## config.mk

```make
export PLATFORM = sky130hd
export DESIGN_NAME = uart_axil_sequencer
export DESIGN_NICKNAME = d
export VERILOG_FILES = /design/src/rtl/uart_16550_regs_pkg.sv /design/src/rtl/axil_master_single.sv /design/src/rtl/uart_axil_sequencer.sv
export SDC_FILE = /design/constraint.sdc
export NUM_CORES = 1
export LEC_CHECK = 0
export CORE_MARGIN = 2
export CORE_UTILIZATION = 40
export DETAILED_ROUTE_END_ITERATION = 6
export GPL_TIMING_DRIVEN = 0
export PLACE_DENSITY = 0.82
export SYNTH_ARGS = -nofsm -noshare
export SYNTH_HDL_FRONTEND = slang
export SYNTH_SLANG_ARGS = --single-unit
```

## constraint.sdc

```tcl
create_clock -name clk -period 2.4 [get_ports clk]
set_input_delay 0.24 -clock clk [delete_from_list [all_inputs] [get_ports clk]]
set_output_delay 0.24 -clock clk [all_outputs]
set_load 0.05 [all_outputs]
```

## src/rtl/uart_16550_regs_pkg.sv

```systemverilog
// Register map, LSR bit positions, AXI widths and sequencer state encoding
// shared by the uart_16550 register-port sequencer and its AXI engine.
package uart_16550_regs_pkg;

    localparam int AXI_ADDR_W = 32;
    localparam int AXI_DATA_W = 32;

    localparam logic [1:0] RESP_OKAY = 2'b00;

    // DLL/DLM alias RBR_THR/IER_DLM while LCR[7] is set.
    localparam logic [2:0] RBR_THR = 3'd0;
    localparam logic [2:0] IER_DLM = 3'd1;
    localparam logic [2:0] FCR     = 3'd2;
    localparam logic [2:0] LCR     = 3'd3;
    localparam logic [2:0] LSR     = 3'd5;

    localparam int LSR_DR   = 0;
    localparam int LSR_OE   = 1;
    localparam int LSR_BI   = 4;
    localparam int LSR_THRE = 5;

    typedef enum logic [2:0] {
        ST_IDLE      = 3'd0,
        ST_CFG       = 3'd1,
        ST_POLL_WAIT = 3'd2,
        ST_POLL_RD   = 3'd3,
        ST_TX_WR     = 3'd4,
        ST_RX_RD     = 3'd5
    } uart_seq_state_t;

endpackage

```

## src/rtl/axil_master_single.sv

```systemverilog
// Single-outstanding AXI4-Lite master: one byte-wide register read or write
// per request, with done/err/rdata8 reported combinationally on the final handshake.
module axil_master_single
    import uart_16550_regs_pkg::*;
(
    input  logic                      clk,
    input  logic                      rst,
    input  logic                      req,
    input  logic                      we,
    input  logic [AXI_ADDR_W-1:0]     addr,
    input  logic [7:0]                wdata8,
    output logic                      done,
    output logic [7:0]                rdata8,
    output logic                      err,
    output logic                      busy,
    output logic [AXI_ADDR_W-1:0]     m_awaddr,
    output logic                      m_awvalid,
    input  logic                      m_awready,
    output logic [AXI_DATA_W-1:0]     m_wdata,
    output logic [AXI_DATA_W/8-1:0]   m_wstrb,
    output logic                      m_wvalid,
    input  logic                      m_wready,
    input  logic                      m_bvalid,
    input  logic [1:0]                m_bresp,
    output logic                      m_bready,
    output logic [AXI_ADDR_W-1:0]     m_araddr,
    output logic                      m_arvalid,
    input  logic                      m_arready,
    input  logic [AXI_DATA_W-1:0]     m_rdata,
    input  logic                      m_rvalid,
    input  logic [1:0]                m_rresp,
    output logic                      m_rready
);

    logic                  aw_q, w_q, b_q, ar_q, r_q, busy_q;
    logic [AXI_ADDR_W-1:0] addr_q;
    logic [7:0]            wdata_q;
    logic                  aw_ok, w_ok, b_hs, r_hs;
    logic                  unused_rdata_hi;

    // A beat transfers on a cycle where valid && ready; each valid is held
    // until its own ready and never re-raised within the same transaction.
    assign aw_ok = !aw_q || m_awready;
    assign w_ok  = !w_q || m_wready;
    assign b_hs  = b_q && m_bvalid;
    assign r_hs  = r_q && m_rvalid;

    always_ff @(posedge clk) begin
        if (rst) begin
            aw_q    <= 1'b0;
            w_q     <= 1'b0;
            b_q     <= 1'b0;
            ar_q    <= 1'b0;
            r_q     <= 1'b0;
            busy_q  <= 1'b0;
            addr_q  <= '0;
            wdata_q <= 8'h00;
        end else begin
            if (!busy_q && req) begin
                busy_q  <= 1'b1;
                addr_q  <= addr;
                wdata_q <= wdata8;
                aw_q    <= we;
                w_q     <= we;
                ar_q    <= !we;
            end
            if (aw_q && m_awready) aw_q <= 1'b0;
            if (w_q && m_wready)   w_q  <= 1'b0;
            // bready rises on the cycle the later of AW/W completes.
            if ((aw_q || w_q) && aw_ok && w_ok) b_q <= 1'b1;
            if (b_hs) begin
                b_q    <= 1'b0;
                busy_q <= 1'b0;
            end
            if (ar_q && m_arready) begin
                ar_q <= 1'b0;
                r_q  <= 1'b1;
            end
            if (r_hs) begin
                r_q    <= 1'b0;
                busy_q <= 1'b0;
            end
        end
    end

    assign done            = b_hs || r_hs;
    assign err             = (b_hs && (m_bresp != RESP_OKAY)) || (r_hs && (m_rresp != RESP_OKAY));
    assign rdata8          = m_rdata[7:0];
    assign unused_rdata_hi = ^m_rdata[AXI_DATA_W-1:8];
    assign busy            = busy_q;

    assign m_awaddr  = addr_q;
    assign m_awvalid = aw_q;
    assign m_wdata   = {{(AXI_DATA_W-8){1'b0}}, wdata_q};
    assign m_wstrb   = {{(AXI_DATA_W/8-1){1'b0}}, 1'b1};
    assign m_wvalid  = w_q;
    assign m_bready  = b_q;
    assign m_araddr  = addr_q;
    assign m_arvalid = ar_q;
    assign m_rready  = r_q;

endmodule

```

## src/rtl/uart_axil_sequencer.sv

```systemverilog
// Configures a uart_16550 over AXI4-Lite, then polls LSR and shuttles bytes
// between the local tx/rx byte streams and THR/RBR.
module uart_axil_sequencer
    import uart_16550_regs_pkg::*;
#(
    parameter logic [AXI_ADDR_W-1:0] BASE_ADDR  = '0,
    parameter int                    ADDR_SHIFT = 2,
    parameter int                    POLL_GAP   = 8,
    parameter logic [7:0]            FCR_VAL    = 8'h07
) (
    input  logic                      clk,
    input  logic                      rst,
    input  logic                      cfg_start,
    input  logic [15:0]               cfg_divisor,
    input  logic [7:0]                cfg_lcr,
    output logic                      cfg_done,
    output logic                      busy,
    input  logic [7:0]                tx_data,
    input  logic                      tx_valid,
    output logic                      tx_ready,
    output logic [7:0]                rx_data,
    output logic                      rx_valid,
    input  logic                      rx_ready,
    output logic [3:0]                lsr_err,
    output logic                      bus_err,
    input  logic                      err_clr,
    output logic [2:0]                dbg_state,
    output logic [AXI_ADDR_W-1:0]     m_awaddr,
    output logic                      m_awvalid,
    input  logic                      m_awready,
    output logic [AXI_DATA_W-1:0]     m_wdata,
    output logic [AXI_DATA_W/8-1:0]   m_wstrb,
    output logic                      m_wvalid,
    input  logic                      m_wready,
    input  logic                      m_bvalid,
    input  logic [1:0]                m_bresp,
    output logic                      m_bready,
    output logic [AXI_ADDR_W-1:0]     m_araddr,
    output logic                      m_arvalid,
    input  logic                      m_arready,
    input  logic [AXI_DATA_W-1:0]     m_rdata,
    input  logic                      m_rvalid,
    input  logic [1:0]                m_rresp,
    output logic                      m_rready
);

    localparam logic [15:0] GAP_LAST = 16'(POLL_GAP - 1);

    uart_seq_state_t state_q;
    logic [2:0]      step_q, idx_q, cfg_idx, iss_idx;
    logic [7:0]      wdata_q, cfg_data, iss_data, lcr_q, rx_data_q;
    logic [15:0]     div_q, gap_q;
    logic [3:0]      lsr_err_q;
    logic            pend_q, req_q, we_q, cfg_pend_q, cfg_done_q;
    logic            tx_ready_q, rx_valid_q, bus_err_q;
    logic            iss_we, txn_state, restart;
    logic            mst_done, mst_err;
    logic [7:0]      mst_rdata;

    always_comb begin
        cfg_idx  = LCR;
        cfg_data = 8'h80 | lcr_q;
        case (step_q)
            3'd1:    begin cfg_idx = RBR_THR; cfg_data = div_q[7:0];  end
            3'd2:    begin cfg_idx = IER_DLM; cfg_data = div_q[15:8]; end
            3'd3:    begin cfg_idx = LCR;     cfg_data = lcr_q;       end
            3'd4:    begin cfg_idx = FCR;     cfg_data = FCR_VAL;     end
            3'd5:    begin cfg_idx = IER_DLM; cfg_data = 8'h00;       end
            default: ;
        endcase
    end

    always_comb begin
        iss_we   = 1'b0;
        iss_idx  = LSR;
        iss_data = 8'h00;
        case (state_q)
            ST_CFG:   begin iss_we = 1'b1; iss_idx = cfg_idx; iss_data = cfg_data; end
            ST_TX_WR: begin iss_we = 1'b1; iss_idx = RBR_THR; iss_data = tx_data;  end
            ST_RX_RD: iss_idx = RBR_THR;
            default:  ;
        endcase
    end

    assign txn_state = (state_q == ST_CFG) || (state_q == ST_POLL_RD) ||
                       (state_q == ST_TX_WR) || (state_q == ST_RX_RD);
    assign restart   = cfg_pend_q || cfg_start;

    always_ff @(posedge clk) begin
        if (rst) begin
            state_q    <= ST_IDLE;
            step_q     <= 3'd0;
            idx_q      <= 3'd0;
            wdata_q    <= 8'h00;
            lcr_q      <= 8'h00;
            div_q      <= 16'h0000;
            gap_q      <= 16'h0000;
            pend_q     <= 1'b0;
            req_q      <= 1'b0;
            we_q       <= 1'b0;
            cfg_pend_q <= 1'b0;
            cfg_done_q <= 1'b0;
            tx_ready_q <= 1'b0;
            rx_valid_q <= 1'b0;
            rx_data_q  <= 8'h00;
            lsr_err_q  <= 4'h0;
            bus_err_q  <= 1'b0;
        end else begin
            req_q      <= 1'b0;
            tx_ready_q <= 1'b0;
            if (rx_valid_q && rx_ready) rx_valid_q <= 1'b0;
            if (cfg_start) begin
                cfg_pend_q <= 1'b1;
                cfg_done_q <= 1'b0;
                div_q      <= cfg_divisor;
                lcr_q      <= {1'b0, cfg_lcr[6:0]};
            end
            if (txn_state && !pend_q) begin
                pend_q  <= 1'b1;
                req_q   <= 1'b1;
                we_q    <= iss_we;
                idx_q   <= iss_idx;
                wdata_q <= iss_data;
            end
            case (state_q)
                ST_IDLE: begin
                    if (cfg_start) begin
                        state_q    <= ST_CFG;
                        step_q     <= 3'd0;
                        cfg_pend_q <= 1'b0;
                    end
                end
                ST_POLL_WAIT: begin
                    if (restart) begin
                        state_q    <= ST_CFG;
                        step_q     <= 3'd0;
                        cfg_pend_q <= 1'b0;
                    end else if (gap_q == GAP_LAST) begin
                        state_q <= ST_POLL_RD;
                    end else begin
                        gap_q <= gap_q + 16'd1;
                    end
                end
                default: begin
                    if (mst_done) begin
                        pend_q <= 1'b0;
                        if (mst_err) bus_err_q <= 1'b1;
                        // Completion side effects stand even if a restart follows.
                        if (state_q == ST_TX_WR) tx_ready_q <= 1'b1;
                        if (state_q == ST_RX_RD && !mst_err) begin
                            rx_data_q  <= mst_rdata;
                            rx_valid_q <= 1'b1;
                        end
                        if (state_q == ST_POLL_RD && !mst_err)
                            lsr_err_q <= lsr_err_q | mst_rdata[LSR_BI:LSR_OE];
                        if (restart) begin
                            state_q    <= ST_CFG;
                            step_q     <= 3'd0;
                            cfg_pend_q <= 1'b0;
                        end else if (state_q == ST_CFG) begin
                            if (step_q == 3'd5) begin
                                cfg_done_q <= 1'b1;
                                state_q    <= ST_POLL_RD;
                            end else begin
                                step_q <= step_q + 3'd1;
                            end
                        end else if (state_q == ST_POLL_RD) begin
                            if (!mst_err && mst_rdata[LSR_DR] && !rx_valid_q) begin
                                state_q <= ST_RX_RD;
                            end else if (!mst_err && mst_rdata[LSR_THRE] && tx_valid) begin
                                state_q <= ST_TX_WR;
                            end else if (POLL_GAP == 0) begin
                                state_q <= ST_POLL_RD;
                            end else begin
                                state_q <= ST_POLL_WAIT;
                                gap_q   <= 16'h0000;
                            end
                        end else begin
                            state_q <= ST_POLL_RD;
                        end
                    end
                end
            endcase
            if (err_clr) begin
                lsr_err_q <= 4'h0;
                bus_err_q <= 1'b0;
            end
        end
    end

    axil_master_single u_mst (
        .clk       (clk),
        .rst       (rst),
        .req       (req_q),
        .we        (we_q),
        .addr      (BASE_ADDR + (AXI_ADDR_W'(idx_q) << ADDR_SHIFT)),
        .wdata8    (wdata_q),
        .done      (mst_done),
        .rdata8    (mst_rdata),
        .err       (mst_err),
        .busy      (busy),
        .m_awaddr  (m_awaddr),
        .m_awvalid (m_awvalid),
        .m_awready (m_awready),
        .m_wdata   (m_wdata),
        .m_wstrb   (m_wstrb),
        .m_wvalid  (m_wvalid),
        .m_wready  (m_wready),
        .m_bvalid  (m_bvalid),
        .m_bresp   (m_bresp),
        .m_bready  (m_bready),
        .m_araddr  (m_araddr),
        .m_arvalid (m_arvalid),
        .m_arready (m_arready),
        .m_rdata   (m_rdata),
        .m_rvalid  (m_rvalid),
        .m_rresp   (m_rresp),
        .m_rready  (m_rready)
    );

    assign cfg_done  = cfg_done_q;
    assign tx_ready  = tx_ready_q;
    assign rx_data   = rx_data_q;
    assign rx_valid  = rx_valid_q;
    assign lsr_err   = lsr_err_q;
    assign bus_err   = bus_err_q;
    assign dbg_state = state_q;

endmodule

```

* Word level (Yosys, flattened, before mapping) *
Index checks and enable logic that the tools add are counted.

word-level totals
  register bits after elaboration = 93
  bits in latches = 0
  RAM bits = 0
  bits in read-only memories = 0
  output and inout bits = 125
  word-level logic and storage cells = 164
  memories kept = 0

cells by class
  $add $sub $neg = 2
  $mul = 0
  divide/modulo/power cells = 0
  magnitude comparators = 0
  equal/unequal tests = 23
  shifts and indexed selects = 0
  mux-type cells = 52
  bitwise operators = 4
  reductions and logical operators = 58

operator list
  cell                                                                     number
  16-bit two-way mux                                                       8
  3-bit two-way mux                                                        16
  8-bit case mux with 5 select lines                                       1
  16-bit case mux with 2 select lines                                      1
  1-bit two-way mux                                                        20
  2-bit OR reduction                                                       10
  1-bit logical AND                                                        18
  3-bit case mux with 2 select lines                                       3
  16-bit by 1-bit adder with 16-bit output (second input constant)         1
  16-bit by 3-bit equality test with 1-bit output (second input constant)  1
  8-bit case mux with 2 select lines                                       1
  3-bit by 2-bit equality test with 1-bit output (second input constant)   4
  3-bit equality test (second input constant)                              4
  2-bit != test (second input constant)                                    5
  1-bit logical OR                                                         9
  3-bit AND reduction                                                      3
  9-bit AND reduction                                                      1
  2-bit nonzero test                                                       4
  1-bit zero test                                                          7
  3-bit by 1-bit equality test with 1-bit output (second input constant)   2
  2-bit by 1-bit != test with 1-bit output (second input constant)         3
  2-bit case mux with 3 select lines                                       1
  5-bit by 2-bit != test with 1-bit output (second input constant)         1
  5-bit AND reduction                                                      1
  other kinds (12)                                                         14

* Depth between registers and ports, before layout *
  depth after elaboration = 13
  mapped depth = 8
  gate-level depth less buffers = 7

* Modules after synthesis *
A second synthesis with hierarchy kept.

unflattened totals
  cell total of the unflattened synthesis = 682
  area total of the unflattened synthesis = 5843.1 um^2

modules (own cells, without submodules)
  module               instances  cells an instance  area an instance (um^2)  sequential area each (um^2)
  uart_axil_sequencer  1          407                3582.2                   1521.5
  axil_master_single   1          275                2260.9                   920.9

* Worst setup path before layout *
Ideal clock, no wire load.

  path type = register to register
  from = register u_mst.b_q (netlist: u_mst.m_bready)
  to = register rx_data_q[7] (netlist: rx_data[7])
  setup time = 128 ps
  arrival = 1907 ps
  slack = 365 ps
  stages on the path, launching flop included = 7
  cells stage by stage = dfxtp_1 > a22o_1 > and2_1 > or3b_1 > buf_2 > mux2i_1 > nor2_1

between the ends
  longest elaborated chain between the ends = 6
  elaborated cells on any way between the ends = 7
  classes of those cells = reduce/logical (7)

ends and longest elaborated chain
  item                                    line                        RTL
  from (decl)                             axil_master_single.sv:35    logic aw_q, w_q, b_q, ar_q, r_q, busy_q;
  from (signal assigned)                  axil_master_single.sv:52    b_q <= 1'b0;
  from (signal assigned)                  axil_master_single.sv:70    if ((aw_q || w_q) && aw_ok && w_ok) b_q <= 1'b1;
  from (signal assigned)                  axil_master_single.sv:72    b_q <= 1'b0;
  1-bit logical AND *                     axil_master_single.sv:45    assign b_hs = b_q && m_bvalid;
  1-bit logical AND                       axil_master_single.sv:87    assign err = (b_hs && (m_bresp != RESP_OKAY)) || (r_hs && (m_rresp != RESP_OKAY));
  1-bit logical OR                        axil_master_single.sv:87
  1-bit zero test                         uart_axil_sequencer.sv:150  if (state_q == ST_RX_RD && !mst_err) begin
  1-bit logical AND                       uart_axil_sequencer.sv:150
  3-bit AND reduction (no source line) *  n/a
  to (signal assigned)                    uart_axil_sequencer.sv:151  rx_data_q <= mst_rdata;
  to (decl)                               uart_axil_sequencer.sv:51   logic [7:0] wdata_q, cfg_data, iss_data, lcr_q, rx_data_q;

Every way passes the cells marked *; elsewhere a longest branch is shown, timed or not.
A chain may end at the register's enable or synchronous reset.

* Worst setup path after layout *
  from = register gap_q[0]
  to = register gap_q[15]

between the ends
  longest elaborated chain between the ends = 4
  elaborated cells on any way between the ends = 7
  classes of those cells = add/sub (1); eq/ne (2); mux (3); reduce/logical (1)

ends and longest elaborated chain
  item                                      line                        RTL
  from (decl)                               uart_axil_sequencer.sv:52   logic [15:0] div_q, gap_q;
  from (signal assigned)                    uart_axil_sequencer.sv:141  gap_q <= gap_q + 16'd1;
  16-bit by 1-bit adder with 16-bit output  uart_axil_sequencer.sv:141
  16-bit two-way mux                        uart_axil_sequencer.sv:138  end else if (gap_q == GAP_LAST) begin
  16-bit two-way mux                        uart_axil_sequencer.sv:134  if (restart) begin
  16-bit case mux with 2 select lines       uart_axil_sequencer.sv:125  case (state_q)

Several ways; a longest one is shown, not always the timed one. The select of a mux whose other input is x is not followed.

==> out/summary.txt <==
FINAL LAYOUT
-----------------------------------------------------------------------------------------------------
Post-synthesis to final-layout area growth                                                      34.7%
Utilization of the core after routing                                                           55.3%
Storage cell area                                                                           1860 um^2
Multi-input gate area in the final layout                                                   2550 um^2
Layout cells sized above 1                                                                      14.8%
Antenna diode instance count                                                                        0
Filler instances                                                                                 1105
Nets@finish                                                                                       865
Commonest cells after routing, fill and taps aside                                       93 x dfxtp_1, 92 x clkdlybuf4s50_1, 90 x buf_4
Leading cell type in the layout, fill and taps excluded                                       dfxtp_1

PLACE
-----------------------------------------------------------------------------------------------------
IO buf count                                                                                       92
HPWL Detailed                                                                                 9380 um
Post-place setup slack                                                                      0.0309 ns
Final estimated routing congestion in global placement                                          0.934

ROUTING
-----------------------------------------------------------------------------------------------------
First-pass iteration count of the detailed router                                                   5
Routed length on met3                                                                          931 um
Top metal layer carrying routed signals                                                          met4
Remaining antenna violation count                                                                   0
Routed metal-1 wirelength                                                                     5380 um
Detailed-route vias per instance                                                                 4.77
Average wire per cell in the routed design                                                    13.4 um
Met2 Wirelength                                                                               6200 um
Total Wirelength                                                                             12800 um
DRC                                                                                                 0
DR iter-0 viols                                                                                   372
Vias after detailed routing                                                                      4542

CLOCKING
-----------------------------------------------------------------------------------------------------
CTS Buf Count                                                                                       9
Max clock buf depth                                                                                 2
Clock net sink count                                                                               93
Clock latency of the later-clocked register in the worst-skew pair                            0.35 ns
Worst-path clk slew                                                                           0.06 ns
Root Buffer                                                                                 clkbuf_16
Quantity of gates resized following cts                                                             0
CTS Hold Buffers Added                                                                              0
H-Tree Depth                                                                                        3
TritonCTS clock tree                                                                              yes
Number of buffers added for setup after CTS                                                         0

TIMING
-----------------------------------------------------------------------------------------------------
Slew at the pin closest to its max-slew limit                                                0.705 ns
Sum of negative setup slack                                                                      0 ns
Final worst-path cycle share                                                                    88.2%
Post-layout minimum cycle time                                                                2.12 ns
Slack of the critical path                                                                   0.284 ns
Fmax achieved                                                                                 473 MHz
Slew HR                                                                                         53.0%
Worst clock skew                                                                           0.00818 ns
Count of final hold-check violations                                                                0
Setup-failing EPs final                                                                             0
Number of pins with negative max-slew slack in the final report                                     0
Unrepaired setup endpoints after global routing                                                    no

YOSYS
-----------------------------------------------------------------------------------------------------
Most frequently used flop master after synthesis                                              dfxtp_1
Synthesized flop and latch total                                                                   93
Fraction of synthesized area in multiplexers                                                    7.70%
Mean cell area of the mapped netlist                                                        8.36 um^2
Compound-gate portion of the synthesized area                                                   17.1%
Synth Cell Area                                                                             4960 um^2
Synthesis warning total                                                                             0
Post-synthesis share of cell area spent on full adders, half adders and majority gates          1.51%
Dominant combinational cell family by area after synthesis                               simple AND/OR/NAND/NOR gates
Post-synthesis xor/xnor area fraction                                                          0.177%
Count of cell types in the netlist                                                                 55
Basic-gate share of the synthesized area counting and, or, nand and nor cells                   18.4%
Synth async-reset ratio                                                                            0%
Proportion of synthesized chip area in sequential cells                                         37.6%
Number of synthesized flops with an enable pin                                                      0
Number of instances in the synthesized netlist                                                    593

FLOORPLAN
-----------------------------------------------------------------------------------------------------
Die footprint                                                                              13300 um^2
Die Wd                                                                                         115 um
Die height                                                                                     115 um
Number of core rows                                                                                40
I/O pin cnt                                                                                       204
Effective utilization at floorplan                                                              41.1%
Core region area                                                                           12100 um^2

CRITICAL PATH
-----------------------------------------------------------------------------------------------------
Setup slack of the most critical reg-to-reg path                                              0.28 ns
CP Data Arrival Time                                                                          2.36 ns
Depth of the most critical reg-to-reg path                                                          6
Worst reg2reg path endpoint                                                                 gap_q[15]
CP Class                                                                                 flop to flop
Critical Path End Type                                                                           flop
Launching point of the worst reg2reg path                                                    gap_q[0]
CP Data Required Time                                                                         2.65 ns
Maximum net fanout on the critical path                                                            10
Critical Path Source Type                                                                        flop

PWR
-----------------------------------------------------------------------------------------------------
Clock power frac                                                                                34.9%
Fraction of power consumed by sequential logic                                                  43.3%
Power per unit of standard cell area                                                      566 nW/um^2
Switching power as a share of total power                                                       30.8%
VDD IR max                                                                                 0.000350 V
Internal                                                                                      2610 uW
Pleak                                                                                      0.00282 uW
Logic pwr share                                                                                 21.8%
Power dissipated by switching net loads                                                       1160 uW

GRT
-----------------------------------------------------------------------------------------------------
Initial antenna violation count                                                                     0
GR Overflow Total                                                                                   0
Total global routing track utilization                                                          18.7%
Wire length of the first global-routing pass                                                 19600 um
Via count of the first global-routing pass                                                       3931
Pin count of the biggest net entering global routing                                               15

HOLD PATH
-----------------------------------------------------------------------------------------------------
Count of cells along the worst hold path                                                            2
Worst hold start                                                                         u_mst.wdata_q[2]
Hold worst-path end                                                                      u_mst.wdata_q[2]
Tightest Hold Check Type                                                                 flop to flop

OUTCOME
-----------------------------------------------------------------------------------------------------
Run status                                                                                  completed

FLOW RUN
-----------------------------------------------------------------------------------------------------
Maximum capacitance violations                                                                      0

-- sequential cells by signal, summed over array words and instances, names as in the netlist, 3 cells and up --
name	flops
gap_q	16
div_q	16
lsr_err	4
u_mst.m_araddr	3
u_mst.wdata_q	8
wdata_q	8
step_q	3
dbg_state	3
lcr_q	7
rx_data	8
idx_q	3
-- cells by family after synthesis --
family          Yosys count
mux                      38
other cells               2
simple gates            190
compound gates          127
fa+ha+maj                 6
flops                    93
xor+xnor                  1
buf+inv                 136
-- cell type report --
cell class	instances	area share (%)
Multi-Input combinational cell	448	38.2
Sequential cell	93	27.9
Timing Repair Buffer	92	13.8
Buffer	119	12.0
Clock buffer	13	3.75
Tap cell	168	3.15
Inverter	17	0.956
Clock inverter	3	0.319
-- per-stage QoR --
stage | cell area (um^2) | std cells | total power [uW] | hold WS [ns]
after floorplan | 5270 | 677 | 2290 | 0.317
after CTS | 6670 | 953 | 3780 | 0.454
final | 6670 | 953 | 3780 | 0.456
after detailed placement | 6400 | 937 | 2480 | 0.439
after global placement | 6400 | 937 | 2470 | 0.436
after global routing | 6670 | 953 | 3920 | 0.476
-- power by group through the flow --
stage	Sequential (uW)	Combinational, uW	Clock, uW
after floorplan	1690	601	0
after global placement	1660	803	0
after detailed placement	1670	808	0
after CTS	1630	813	1330
after global routing	1640	870	1410
final	1630	822	1320
-- Yosys cell counts, drive strengths merged (2+ instances only) --
cell type / n / area [um^2]
nor4b: 2 / 47.6
nand3b: 3 / 22.5
o21ai: 23 / 115
a22oi: 5 / 37.5
nand2: 53 / 199
dfxtp: 93 / 1860
or2: 5 / 31.3
a2111oi: 3 / 26.3
o22ai: 8 / 50.1
or3: 3 / 18.8
nor2: 71 / 267
nor4: 3 / 33.8
nand3: 8 / 40.0
o21a: 2 / 15.0
a31oi: 4 / 25.0
a41oi: 4 / 53.8
or4: 4 / 30.0
a21oi: 43 / 215
and3: 3 / 18.8
nand4b: 2 / 17.5
inv: 17 / 63.8
a311oi: 5 / 43.8
buf: 99 / 724
nand2b: 5 / 31.3
ha: 6 / 75.1
nand4: 3 / 18.8
mux2i: 37 / 370
a211oi: 4 / 30.0
conb: 2 / 7.51
nor3: 18 / 90.1
a221oi: 11 / 96.3
clkbuf: 20 / 75.1
and2: 3 / 18.8
o211ai: 4 / 30.0
nor2b: 3 / 18.8
-- critical path, stage by stage (launching register included) --
cell and delay, ns:
dfxtp_1 0.42, ha_1 0.27, nor4b_4 0.27, a41oi_4 0.22, a32oi_2 0.50, a21oi_1 0.08
a211oi_1 0.27
-- how the worst max path moves through the flow --
stage / from / end / slack, ns / cells past startpoint
floorplan: u_mst.m_bready / rx_data[7] / 0.37 / 6
global placement: m_bvalid / gap_q[7] / 0.07 / 6
detailed placement: m_bvalid / gap_q[7] / 0.03 / 6
CTS: gap_q[0] / gap_q[15] / 0.28 / 6
global route: gap_q[0] / gap_q[15] / 0.15 / 6
finish: gap_q[0] / gap_q[15] / 0.28 / 6
-- layer usage --
metal | GRT usage (%) | up-vias
met5 | 0 | -
met4 | 7.31 | 0
met3 | 3.95 | 20
met2 | 31.2 | 196
met1 | 23.5 | 2054
li1 | - | 2272
No activity file was read; power rests on OpenSTA's default activity.
